$ cat src/rtl/demux8_pkg.sv
`default_nettype none
// ============================================================================
// Module     : demux8_pkg
// Description: Shared types and constants for the 1-to-8 stream demultiplexer.
//              Holds the per-lane state encoding and the lane/select/statistic
//              widths used by demux8_lane and demux8_stream.
// Revision   : 1.0 - initial release
// ============================================================================
package demux8_pkg;

  localparam int NUM_LANES = 8;
  localparam int SEL_W     = 3;
  localparam int STAT_W    = 16;

  typedef enum logic [0:0] {
    EMPTY = 1'b0,
    FULL  = 1'b1
  } lane_state_t;

endpackage : demux8_pkg
`default_nettype wire

$ cat src/rtl/demux8_lane.sv
`default_nettype none
// ============================================================================
// Module     : demux8_lane
// Description: One destination lane of the demultiplexer. It is a 1-entry
//              output register with an EMPTY/FULL state machine.
//   clk       - clock, rising edge
//   rst       - synchronous active-high reset, empties the lane, clears data
//   accept_i  - a word is being written into this lane this cycle
//   drain_i   - the consumer takes the held word this cycle
//   data_i    - word to load on accept
//   valid_o   - lane holds a word (registered)
//   data_o    - held word (registered)
//   empty_o   - lane is EMPTY (feeds the top-level ready mux)
// Revision   : 1.0 - initial release
// ============================================================================
module demux8_lane
  import demux8_pkg::*;
#(
  parameter int WIDTH = 16
) (
  input  logic             clk,
  input  logic             rst,
  input  logic             accept_i,
  input  logic             drain_i,
  input  logic [WIDTH-1:0] data_i,
  output logic             valid_o,
  output logic [WIDTH-1:0] data_o,
  output logic             empty_o
);

  lane_state_t      state_q, state_d;
  logic [WIDTH-1:0] data_q,  data_d;

  always_ff @(posedge clk) begin
    if (rst) begin
      state_q <= EMPTY;
      data_q  <= '0;
    end else begin
      state_q <= state_d;
      data_q  <= data_d;
    end
  end

  always_comb begin
    state_d = state_q;
    data_d  = data_q;
    case (state_q)
      EMPTY: begin
        if (accept_i) state_d = FULL;
      end
      FULL: begin
        // A same-cycle accept refills the slot the drain frees up.
        if (!accept_i && drain_i) state_d = EMPTY;
      end
      default: state_d = EMPTY;
    endcase
    // The register is written only on a qualified accept, so the held word
    // stays stable (and survives a drain) until the next write.
    if (accept_i) data_d = data_i;
  end

  assign valid_o = (state_q == FULL);
  assign empty_o = (state_q == EMPTY);
  assign data_o  = data_q;

endmodule : demux8_lane
`default_nettype wire

$ cat src/rtl/demux8_stream.sv
`default_nettype none
// ============================================================================
// Module     : demux8_stream
// Description: 1-to-8 registered demultiplexer with valid/ready handshake.
//              A source word is steered by in_sel into one of eight 1-entry
//              lane registers, each drained independently by its consumer.
//   clk, rst   - clock and synchronous active-high reset
//   in_valid   - producer has a word
//   in_ready   - word is accepted this cycle (depends on in_sel/out_ready,
//                never on in_valid)
//   in_sel     - destination lane 0..7
//   in_data    - word
//   out_valid  - bit i: lane i holds a word
//   out_ready  - bit i: consumer i takes lane i word
//   out_data   - lane i word at [i*WIDTH +: WIDTH]
//   stat_count - (only with DEMUX8_STATS_EN) per-lane saturating 16-bit
//                accept counters, lane i at [i*16 +: 16]
// Optional   : macro DEMUX8_STATS_EN adds stat_count and the counters.
// Revision   : 1.0 - initial release
// ============================================================================
module demux8_stream
  import demux8_pkg::*;
#(
  parameter int WIDTH = 16
) (
  input  logic                       clk,
  input  logic                       rst,
  input  logic                       in_valid,
  output logic                       in_ready,
  input  logic [SEL_W-1:0]           in_sel,
  input  logic [WIDTH-1:0]           in_data,
  output logic [NUM_LANES-1:0]       out_valid,
  input  logic [NUM_LANES-1:0]       out_ready,
  output logic [NUM_LANES*WIDTH-1:0] out_data
`ifdef DEMUX8_STATS_EN
  ,
  output logic [NUM_LANES*STAT_W-1:0] stat_count
`endif
);

  logic [NUM_LANES-1:0] w_accept;
  logic [NUM_LANES-1:0] w_empty;
  logic                 w_in_ready;

  // Ready only looks at the addressed lane, so a stalled lane never blocks
  // traffic to the others. Held low during reset so nothing is accepted.
  assign w_in_ready = !rst && (w_empty[in_sel] || out_ready[in_sel]);
  assign in_ready   = w_in_ready;

  always_comb begin
    w_accept = '0;
    if (in_valid && w_in_ready) w_accept[in_sel] = 1'b1;
  end

  for (genvar i = 0; i < NUM_LANES; i++) begin : g_lane
    demux8_lane #(
      .WIDTH (WIDTH)
    ) u_lane (
      .clk      (clk),
      .rst      (rst),
      .accept_i (w_accept[i]),
      .drain_i  (out_ready[i]),
      .data_i   (in_data),
      .valid_o  (out_valid[i]),
      .data_o   (out_data[i*WIDTH +: WIDTH]),
      .empty_o  (w_empty[i])
    );
  end

`ifdef DEMUX8_STATS_EN
  for (genvar i = 0; i < NUM_LANES; i++) begin : g_stat
    logic [STAT_W-1:0] count_q;

    always_ff @(posedge clk) begin
      if (rst) begin
        count_q <= '0;
      end else if (w_accept[i] && (count_q != {STAT_W{1'b1}})) begin
        count_q <= count_q + {{(STAT_W-1){1'b0}}, 1'b1};
      end
    end

    assign stat_count[i*STAT_W +: STAT_W] = count_q;
  end
`endif

endmodule : demux8_stream
`default_nettype wire
$ cat config.mk
export PLATFORM = sky130hd
export DESIGN_NAME = demux8_stream
export DESIGN_NICKNAME = d
export VERILOG_FILES = /design/src/rtl/demux8_pkg.sv /design/src/rtl/demux8_lane.sv /design/src/rtl/demux8_stream.sv
export SDC_FILE = /design/constraint.sdc
export NUM_CORES = 1
export LEC_CHECK = 0
export ABC_AREA = 1
export BUFFER_PORTS_ARGS = -buffer_cell sky130_fd_sc_hd__buf_2
export CAP_MARGIN = 25
export CORE_UTILIZATION = 50
export DETAILED_ROUTE_END_ITERATION = 12
export PLACE_DENSITY = 0.87
export SETUP_SLACK_MARGIN = 0.2
export SYNTH_ARGS = -nofsm -noshare
export SYNTH_HDL_FRONTEND = slang
export SYNTH_HIERARCHICAL = 1
export SYNTH_SLANG_ARGS = --single-unit
export TNS_END_PERCENT = 1
$ cat constraint.sdc
create_clock -name clk -period 3.1 [get_ports clk]
set_input_delay 0.62 -clock clk [delete_from_list [all_inputs] [get_ports clk]]
set_output_delay 0.62 -clock clk [all_outputs]
set_load 0.1 [all_outputs]
# ---- Word level (Yosys, flattened, before mapping)
# Cells that the tools add are included.
dict set report classes {
  mux 31
  reduce_logical 21
  n_bitwise 8
  order_cmp 2
}
# op count
set op_table {}
lappend op_table {{1-bit 2-to-1 mux} 19}
lappend op_table {{1-bit one-hot mux with 2 select lines} 8}
lappend op_table {{1-bit logical AND} 11}
lappend op_table {{1-bit zero test} 9}
lappend op_table {{8-bit 2-to-1 mux} 1}
lappend op_table {{1-bit NOT} 8}
lappend op_table {{1-bit binary-select mux with 3-bit select} 2}
lappend op_table {{3-bit by 4-bit less-than comparator with 1-bit output, second input constant} 1}
lappend op_table {{1-bit demux with 3-bit select} 1}
lappend op_table {{3-bit by 1-bit >= comparator with 1-bit output, second input constant} 1}
lappend op_table {{1-bit logical OR} 1}
dict set report totals {
  out_inout_bits 137
  register_bits 136
  wordCells 78
  input_bits 30
}

# ---- Depth between registers and ports, before layout
# Gate-level depths: netlist of the first run.
dict set report depth {
  ltp_word 11
  ltp_mapped 14
}

# ---- Cells and area by module
# The synthesis of the first run kept the hierarchy.
# mod n_inst cells_each area_each_um2
set by_module_without_submodules {}
lappend by_module_without_submodules {demux8_lane 8 74 591.8}
lappend by_module_without_submodules {demux8_stream 1 61 294.0}

# ---- Worst setup path before layout of the first run
# OpenSTA, ideal clock, no wires.
dict set report synth_timing {
  path_kind {input-to-output}
  start {input port in_sel[1]}
  end {output port in_ready}
  path_stages 8
  t_arrival_ps 2632
  slack_ps -152
  n_path_buf 1
  cell_sequence {buf_6 inv_1 nand2_1 nor2_1 nand2_1 nand3_1 nor2_1 a21oi_1}
}
dict set report synth_via {
  elab_chain_len 4
}
# element line_no
set synth_lines {}
lappend synth_lines {{start, declared} demux8_stream.sv:30} ;# input logic [SEL_W-1:0] in_sel,
lappend synth_lines {{1-bit binary-select mux with 3-bit select} demux8_stream.sv:47} ;# assign w_in_ready = !rst && (w_empty[in_sel] || out_ready[in_sel]);
lappend synth_lines {{1-bit 2-to-1 mux (implied by the code)} demux8_stream.sv:47}
lappend synth_lines {{1-bit logical OR *} demux8_stream.sv:47}
lappend synth_lines {{1-bit logical AND *} demux8_stream.sv:47}
lappend synth_lines {{end, declared} demux8_stream.sv:29} ;# output logic in_ready,
# Mark *: on every way between the ends. The rest lies on a longest branch, timed or not. The select of a mux whose other input is x is not followed.

# ---- Worst setup path in the final report of the first run
dict set report layout_timing {
  start {input port in_sel[1]}
  end {register g_lane[5].u_lane.data_q[15]}
}
dict set report layout_via {
  elab_chain_len 6
}
# element line_no
set layout_lines {}
lappend layout_lines {{branches (longest 5 deep; another with 3-bit by 4-bit less-than comparator with 1-bit output)} -}
lappend layout_lines {{8-bit 2-to-1 mux *} demux8_stream.sv:52} ;# if (in_valid && w_in_ready) w_accept[in_sel] = 1'b1;
lappend layout_lines {{via w_accept[5]} demux8_stream.sv:41} ;# logic [NUM_LANES-1:0] w_accept;
lappend layout_lines {{end signal, assigned} demux8_lane.sv:40} ;# data_q <= data_d;
lappend layout_lines {{end, declared} demux8_lane.sv:32} ;# logic [WIDTH-1:0] data_q, data_d;
# Mark *: on every way through the listed nets, which the timed path passes. The select of a mux whose other input is x is not followed.
# A chain may end at the register's enable or synchronous reset.

==> results.py, run 1 <==
metrics = {
    "clock_tree": {
        "cts_made_buffers": 17,
        "holdBufCountCts": 0,
        "cts_tree": "yes",
        "insertion_delay_ps": 500,
        "root_buffer": "clkbuf_8",
        "clock-sinks": 136,
        "path_clk_slew_ps": 60,
        "cts_setup_buffers": 0,
        "h-tree-depth": 4,
        "clock_path_buffers": 2,
        "cts_resized": 0,
    },
    "sta": {
        "worst_pin_slew_ps": 1066,
        "hold_slack_ps": 387.3,
        "slew_headroom_pct": 28.69,
        "fmax_mhz": 393.9,
        "drv_slew": 0,
        "period_needed_ps": 2538,
        "finalHoldViolCount": 0,
        "finalSetupViolCount": 0,
        "rsz0062_at_grt": "no",
        "fin_tns_setup_ps": 0,
        "fin_crit_sh_pct": 81.89,
        "timing.clock.skew_ps": 12.24,
    },
    "power_and_ir_drop": {
        "pwr_density_cell_mw_per_mm2": 640.2,
        "peakVddDrop_uv": 334.1,
        "power_mw": 4.074,
        "p_leak_nw": 3.341,
    },
    "cells_and_area": {
        "num_antenna_cells": 0,
        "finish.net_count": 844,
        "fin_cells": 960,
        "ff_latch_area_mm2": 0.002723,
        "fillers": 887,
        "multi_input_area_mm2": 0.001928,
        "synthToLayoutAreaGrowth_pct": 26.55,
        "drive_gt1_share_pct": 26.60,
    },
    "floorplan": {
        "fp.dieH_um": 102.3,
        "coreArea_mm2": 0.009774,
        "fp.dieW_um": 102.3,
        "start_util_pct": 51.45,
        "die_area_mm2": 0.01046,
        "io_pins": 167,
        "num_rows": 36,
    },
    "global_route": {
        "grt_use_total_pct": 27.58,
        "grt_pass1_vias": 4211,
        "grt_pass1_wl_um": 21800,
        "grt-ovfl-total": 0,
        "grt_start_max_net_pins": 19,
        "antenna_found_initial": 0,
    },
    "min_path": {
        "hold_end": "g_lane[6].u_lane/valid_o",
        "min_path_cells": 4,
        "hold_start": "out_ready[6]",
        "hp-class": "in2reg",
    },
    "critical_path": {
        "criticalPathCategory": "in2reg",
        "cp_slowest_cell": "nor2_1",
        "crit_arrival_ps": 2920,
        "reg2reg_slack_ps": 600,
        "required_ps": 3480,
        "r2r_start": "g_lane[5].u_lane/valid_o",
        "worstPathMaxFanout": 17,
        "crit_top_cell": "nor2_1",
        "crit_path_cell_trace": "buf_2 -> inv_1 -> nand2_1 -> nor2_1 -> nand2_1 -> nand3_1 -> nor2_1 -> nand2_2 -> nand3_4 -> nor2_1 -> inv_2 -> nor2_1 -> nor2_1",
        "reg2regPathDepth": 12,
        "r2r_end": "g_lane[5].u_lane/data_o[15]",
        "slowest_delay_ps": 790,
        "end_kind": "flip-flop",
        "start_kind": "input pin",
    },
    "place": {
        "numPortBuffers": 166,
        "place_hpwl_um": 9814,
        "dp.cells": 927,
        "gp_congestion": 0.8963,
    },
    "synthesis": {
        "synth_top_area_share_pct": 54.14,
        "synth_cell_types": 18,
        "synth-seq-cells": 136,
        "postSynth.asyncResetShare_pct": 0,
        "synth_nets": 683,
        "synth-seq-area-share_pct": 54.14,
        "synth_top_area_cell": "dfxtp_1",
        "syn_area_mm2": 0.005029,
        "synth.most_common_cell": "nor2_1",
        "synth_commonest_cells": "nor2_1 (273), dfxtp_1 (136), o21ai_0 (121)",
        "synth_edf_count": 0,
        "yosys_most_used_dff": "dfxtp_1",
        "syn-mean-instance-area_um2": 7.701,
        "yosys-top-cells-area": "dfxtp_1 (54%), nor2_1 (20%), o21ai_0 (12%)",
        "yosysWarnings": 6,
        "synth_cells": 653,
    },
    "detailed_routing": {
        "drt_pass1_iterations": 7,
        "drtIter0Drc": 266,
        "routed_via_density": 5.061,
        "wl_per_cell_um": 14.91,
        "ant_nets": 0,
        "drc": 0,
        "route.vias.total": 4859,
        "drt_wl_total_um": 14310,
    },
    "status": {
        "status": "completed",
    },
    "run": {
        "maxCapViolCount": 0,
    },
}
-- registers in the layout (all words and copies together) (netlist names) --
register / cells
g_lane.u_lane/valid_o: 8
g_lane.u_lane/data_o: 128
-- cell type report --
cell class / instances / share of cell area [%]
clock buffer: 18 / 6.567
clock inverter: 14 / 1.789
inverter: 45 / 2.654
multi-input combinational: 446 / 30.30
sequential: 136 / 42.78
tap: 133 / 2.615
timing repair buffer: 168 / 13.29
-- through the flow --
step	utilization, %	setup slack (ps)	instance area, um2
2_1_floorplan	-	404.5	5032
3_3_place_gp	59.59	148.6	5824
3_5_place_dp	59.59	111.7	5824
4_1_cts	65.03	620.2	6356
5_1_grt	65.11	330.9	6364
6_report	65.11	561.5	6364
-- power by group --
part,switching [mW],internal [mW]
clock network,0.797,0.998
logic,0.409,0.0681
registers,0.0184,1.78
total,1.22,2.85
-- logic make-up after synthesis --
group	count (synthesis)	share of synthesized area, %
and+or+nand+nor	306	23.69
buffers and inverters	71	7.589
DFF	136	54.14
AOI/OAI and AO/OA	140	14.58
-- worst max path at each step --
stage          depth (start not counted)  slack (ps)                startpoint                           to
3_5_place_dp                          13         110                 in_sel[1]  g_lane[4].u_lane/data_o[11]
2_1_floorplan                          8         400                 in_sel[1]                     in_ready
3_3_place_gp                          13         150                 in_sel[1]  g_lane[1].u_lane/data_o[13]
4_1_cts                                8         620  g_lane[5].u_lane/valid_o                     in_ready
5_1_grt                               12         330                 in_sel[2]  g_lane[5].u_lane/data_o[11]
6_report                              13         560                 in_sel[1]  g_lane[5].u_lane/data_o[15]
-- worst max-delay path, delay by kind of cell --
family / cells / cell delay, ps
buffers and inverters: 3 / 630
AND/OR/NAND/NOR: 10 / 1640
-- routing by layer --
layer / track usage (%) / share of wire, %
met5: 0 / 0
met4: 8.901 / 1.3
met1: 35.62 / 42
met3: 6.635 / 8.9
met2: 45.43 / 48
-- layout by cell type (no fill, tap or decap) --
cell        netlist  final
buf_4             8      2
o21ai_0         121    121
nand4_1           5      5
clkinv_4          0      1
nor2_1          273    273
nand2_1          19     19
inv_2             9      9
dfxtp_1         136    136
clkbuf_8          0      1
nand2_2           1      1
nand3_4           1      1
inv_6             0      6
o21ai_1           9      9
nand3_1           6      6
nor3_2            1      1
buf_2             8    166
a21oi_2           8      9
clkbuf_16         0     16
o211ai_1          1      1
clkinvlp_4        0      7
clkbuf_1          0      1
inv_1            36     36
(Power assumes the default switching activity.)
==> inputs of run 2 (changes only) <==
--- a/config.mk
+++ b/config.mk
@@ -8,9 +8,9 @@
 export ABC_AREA = 1
 export BUFFER_PORTS_ARGS = -buffer_cell sky130_fd_sc_hd__buf_2
 export CAP_MARGIN = 25
-export CORE_UTILIZATION = 50
+export CORE_UTILIZATION = 45
 export DETAILED_ROUTE_END_ITERATION = 12
-export PLACE_DENSITY = 0.87
+export PLACE_DENSITY = 0.83
 export SETUP_SLACK_MARGIN = 0.2
 export SYNTH_ARGS = -nofsm -noshare
 export SYNTH_HDL_FRONTEND = slang
==> constraint.sdc (replaced) <==
create_clock -name clk -period 2.2 [get_ports clk]
set_input_delay 0.44 -clock clk [delete_from_list [all_inputs] [get_ports clk]]
set_output_delay 0.44 -clock clk [all_outputs]
set_load 0.1 [all_outputs]
==> run 2 against run 1 <==
Flip-flop and latch count unchanged. Critical path depth shrank 4. Worst hold slack got worse by 170 ps. Sequential share of layout area down 1.5 points. Routed wire length increased by 3.3%. Core utilization decreased by 4.0 points. Via count increased by 1.2%.
==> results.py, run 2 (synthesis results as in run 1) <==
metrics = {
    "status": {
        "status": "completed",
    },
    "detailed_routing": {
        "drc": 0,
        "ant_nets": 0,
        "drt_pass1_iterations": 5,
        "routed_via_density": 4.991,
        "drtIter0Drc": 369,
        "wl_per_cell_um": 15.01,
        "drt_wl_total_um": 14790,
        "route.vias.total": 4916,
    },
    "global_route": {
        "grt_pass1_wl_um": 22720,
        "grt-ovfl-total": 0,
        "grt_start_max_net_pins": 18,
        "grt_pass1_vias": 4292,
        "antenna_found_initial": 0,
        "grt_use_total_pct": 25.58,
    },
    "critical_path": {
        "end_kind": "primary output",
        "crit_arrival_ps": 1720,
        "crit_path_start": "g_lane[5].u_lane/valid_o",
        "criticalPathCategory": "reg2out",
        "r2r_end": "g_lane[5].u_lane/data_o[2]",
        "reg2regPathDepth": 12,
        "reg2reg_slack_ps": 120,
        "r2r_start": "g_lane[5].u_lane/valid_o",
        "required_ps": 1760,
        "cp-endpoint": "in_ready",
        "start_kind": "flip-flop",
        "worstPathMaxFanout": 3,
    },
    "power_and_ir_drop": {
        "power_mw": 6.069,
        "p_switching_mw": 1.698,
        "p_clk_share_pct": 46.5,
        "internal_power_mw": 4.371,
        "p_leak_nw": 3.488,
        "peakVddDrop_uv": 474.7,
        "pwr-share-seq_pct": 41.8,
        "switching_share_pct": 27.97,
        "p_comb_share_pct": 11.7,
        "pwr_density_cell_mw_per_mm2": 916.0,
    },
    "cells_and_area": {
        "final_common_cell": "nor2_1",
        "finish.net_count": 862,
        "multi_input_area_mm2": 0.001951,
        "layout_common_cells": "nor2_1 (267), buf_2 (165), dfxtp_1 (128), o21ai_0 (120), inv_1 (36)",
        "fillers": 983,
        "drive_gt1_share_pct": 29.82,
        "fin_cells": 985,
        "num_antenna_cells": 0,
        "fin_area_mm2": 0.006625,
        "synthToLayoutAreaGrowth_pct": 31.75,
        "largest_reg_flops": 128,
        "ff_latch_area_mm2": 0.002733,
    },
    "floorplan": {
        "io_pins": 167,
        "start_util_pct": 46.39,
        "fp.dieH_um": 107.7,
        "coreArea_mm2": 0.01084,
        "die_area_mm2": 0.01160,
        "fp.dieW_um": 107.7,
        "num_rows": 38,
    },
    "min_path": {
        "hp-class": "in2reg",
    },
    "sta": {
        "finalHoldViolCount": 0,
        "fin_tns_setup_ps": 0,
        "drv_slew": 0,
        "timing.clock.skew_ps": 10.11,
        "slew_headroom_pct": 58.54,
        "worst_pin_slew_ps": 621.2,
        "finalSetupViolCount": 0,
        "rsz0062_at_grt": "yes",
        "hold_slack_ps": 214.8,
        "period_needed_ps": 2163,
        "fmax_mhz": 462.4,
        "fin_crit_sh_pct": 98.30,
    },
    "clock_tree": {
        "path_clk_slew_ps": 60,
        "clock-sinks": 136,
        "cts_made_buffers": 17,
        "h-tree-depth": 4,
        "clock_path_buffers": 2,
        "insertion_delay_ps": 500,
        "cts_tree": "yes",
        "holdBufCountCts": 0,
        "root_buffer": "clkbuf_8",
    },
    "run": {
        "maxCapViolCount": 0,
    },
    "place": {
        "dp.cells": 953,
        "place_hpwl_um": 10150,
        "gp_congestion": 0.9532,
        "place_area_mm2": 0.006021,
        "numPortBuffers": 166,
    },
}
[run 2: layout make-up]
class / instances / area share (%)
clock buffers: 18 / 6.308
clock inverters: 14 / 2.587
inverters: 45 / 2.550
multi-input cells: 446 / 29.44
flip-flops and latches: 136 / 41.25
well taps: 140 / 2.644
repair buffers: 186 / 15.22
[run 2: worst min-delay path by stage]
| stage | slack (ps) | to | start | cells past startpoint |
|---|---|---|---|---|
| 2_1_floorplan | 500 | g_lane[0].u_lane/valid_o | rst | 1 |
| 3_3_place_gp | 460 | g_lane[2].u_lane/data_o[5] | g_lane[2].u_lane/data_o[5] | 2 |
| 3_5_place_dp | 470 | g_lane[2].u_lane/valid_o | g_lane[2].u_lane/valid_o | 2 |
| 4_1_cts | 190 | g_lane[2].u_lane/valid_o | out_ready[2] | 4 |
| 5_1_grt | 200 | g_lane[0].u_lane/valid_o | out_ready[0] | 4 |
| 6_report | 210 | g_lane[7].u_lane/valid_o | out_ready[7] | 4 |
[run 2: through the flow]
stage	utilization (%)	setup slack [ps]
6_report	61.11	37.37
2_1_floorplan	-	189.7
3_5_place_dp	55.54	-472.1
5_1_grt	61.11	-55.76
4_1_cts	61.02	36.45
3_3_place_gp	55.54	-404.6
[run 2: layer usage]
metal | vias to the layer above | track usage (%) | part of all wire (%)
met3 | 13 | 5.327 | 6.6
met5 | - | 0 | 0
met2 | 196 | 41.53 | 47
met1 | 2278 | 33.85 | 45
met4 | 0 | 8.121 | 1.0
li1 | 2429 | - | -
[run 2: worst max-delay path: stages (launching register included)]
cell and delay (ps):
dfxtp_2 330, inv_1 80, nand4_1 100, nand2_1 70
inv_1 40, nand2_1 50, nor2_1 50, buf_4 140
a21oi_4 160, buf_12 190
[run 2: power groups by stage]
| stage | combinational [mW] | sequential, mW | clock, mW |
|---|---|---|---|
| 2_1_floorplan | 0.153 | 2.95 | 0 |
| 3_3_place_gp | 0.695 | 2.59 | 0 |
| 5_1_grt | 0.742 | 2.54 | 2.95 |
| 6_report | 0.709 | 2.54 | 2.82 |
| 4_1_cts | 0.704 | 2.54 | 2.85 |
| 3_5_place_dp | 0.701 | 2.59 | 0 |
[run 2: repair_timing]
| action | CTS | global route |
|---|---|---|
| setup endpoints to repair | 52 | 68 |
| setup buffers | 0 | 0 |
| gates resized for setup | 2 | 5 |
| endpoints found under the hold margin | 0 | 0 |
| pin swaps | 0 | 0 |
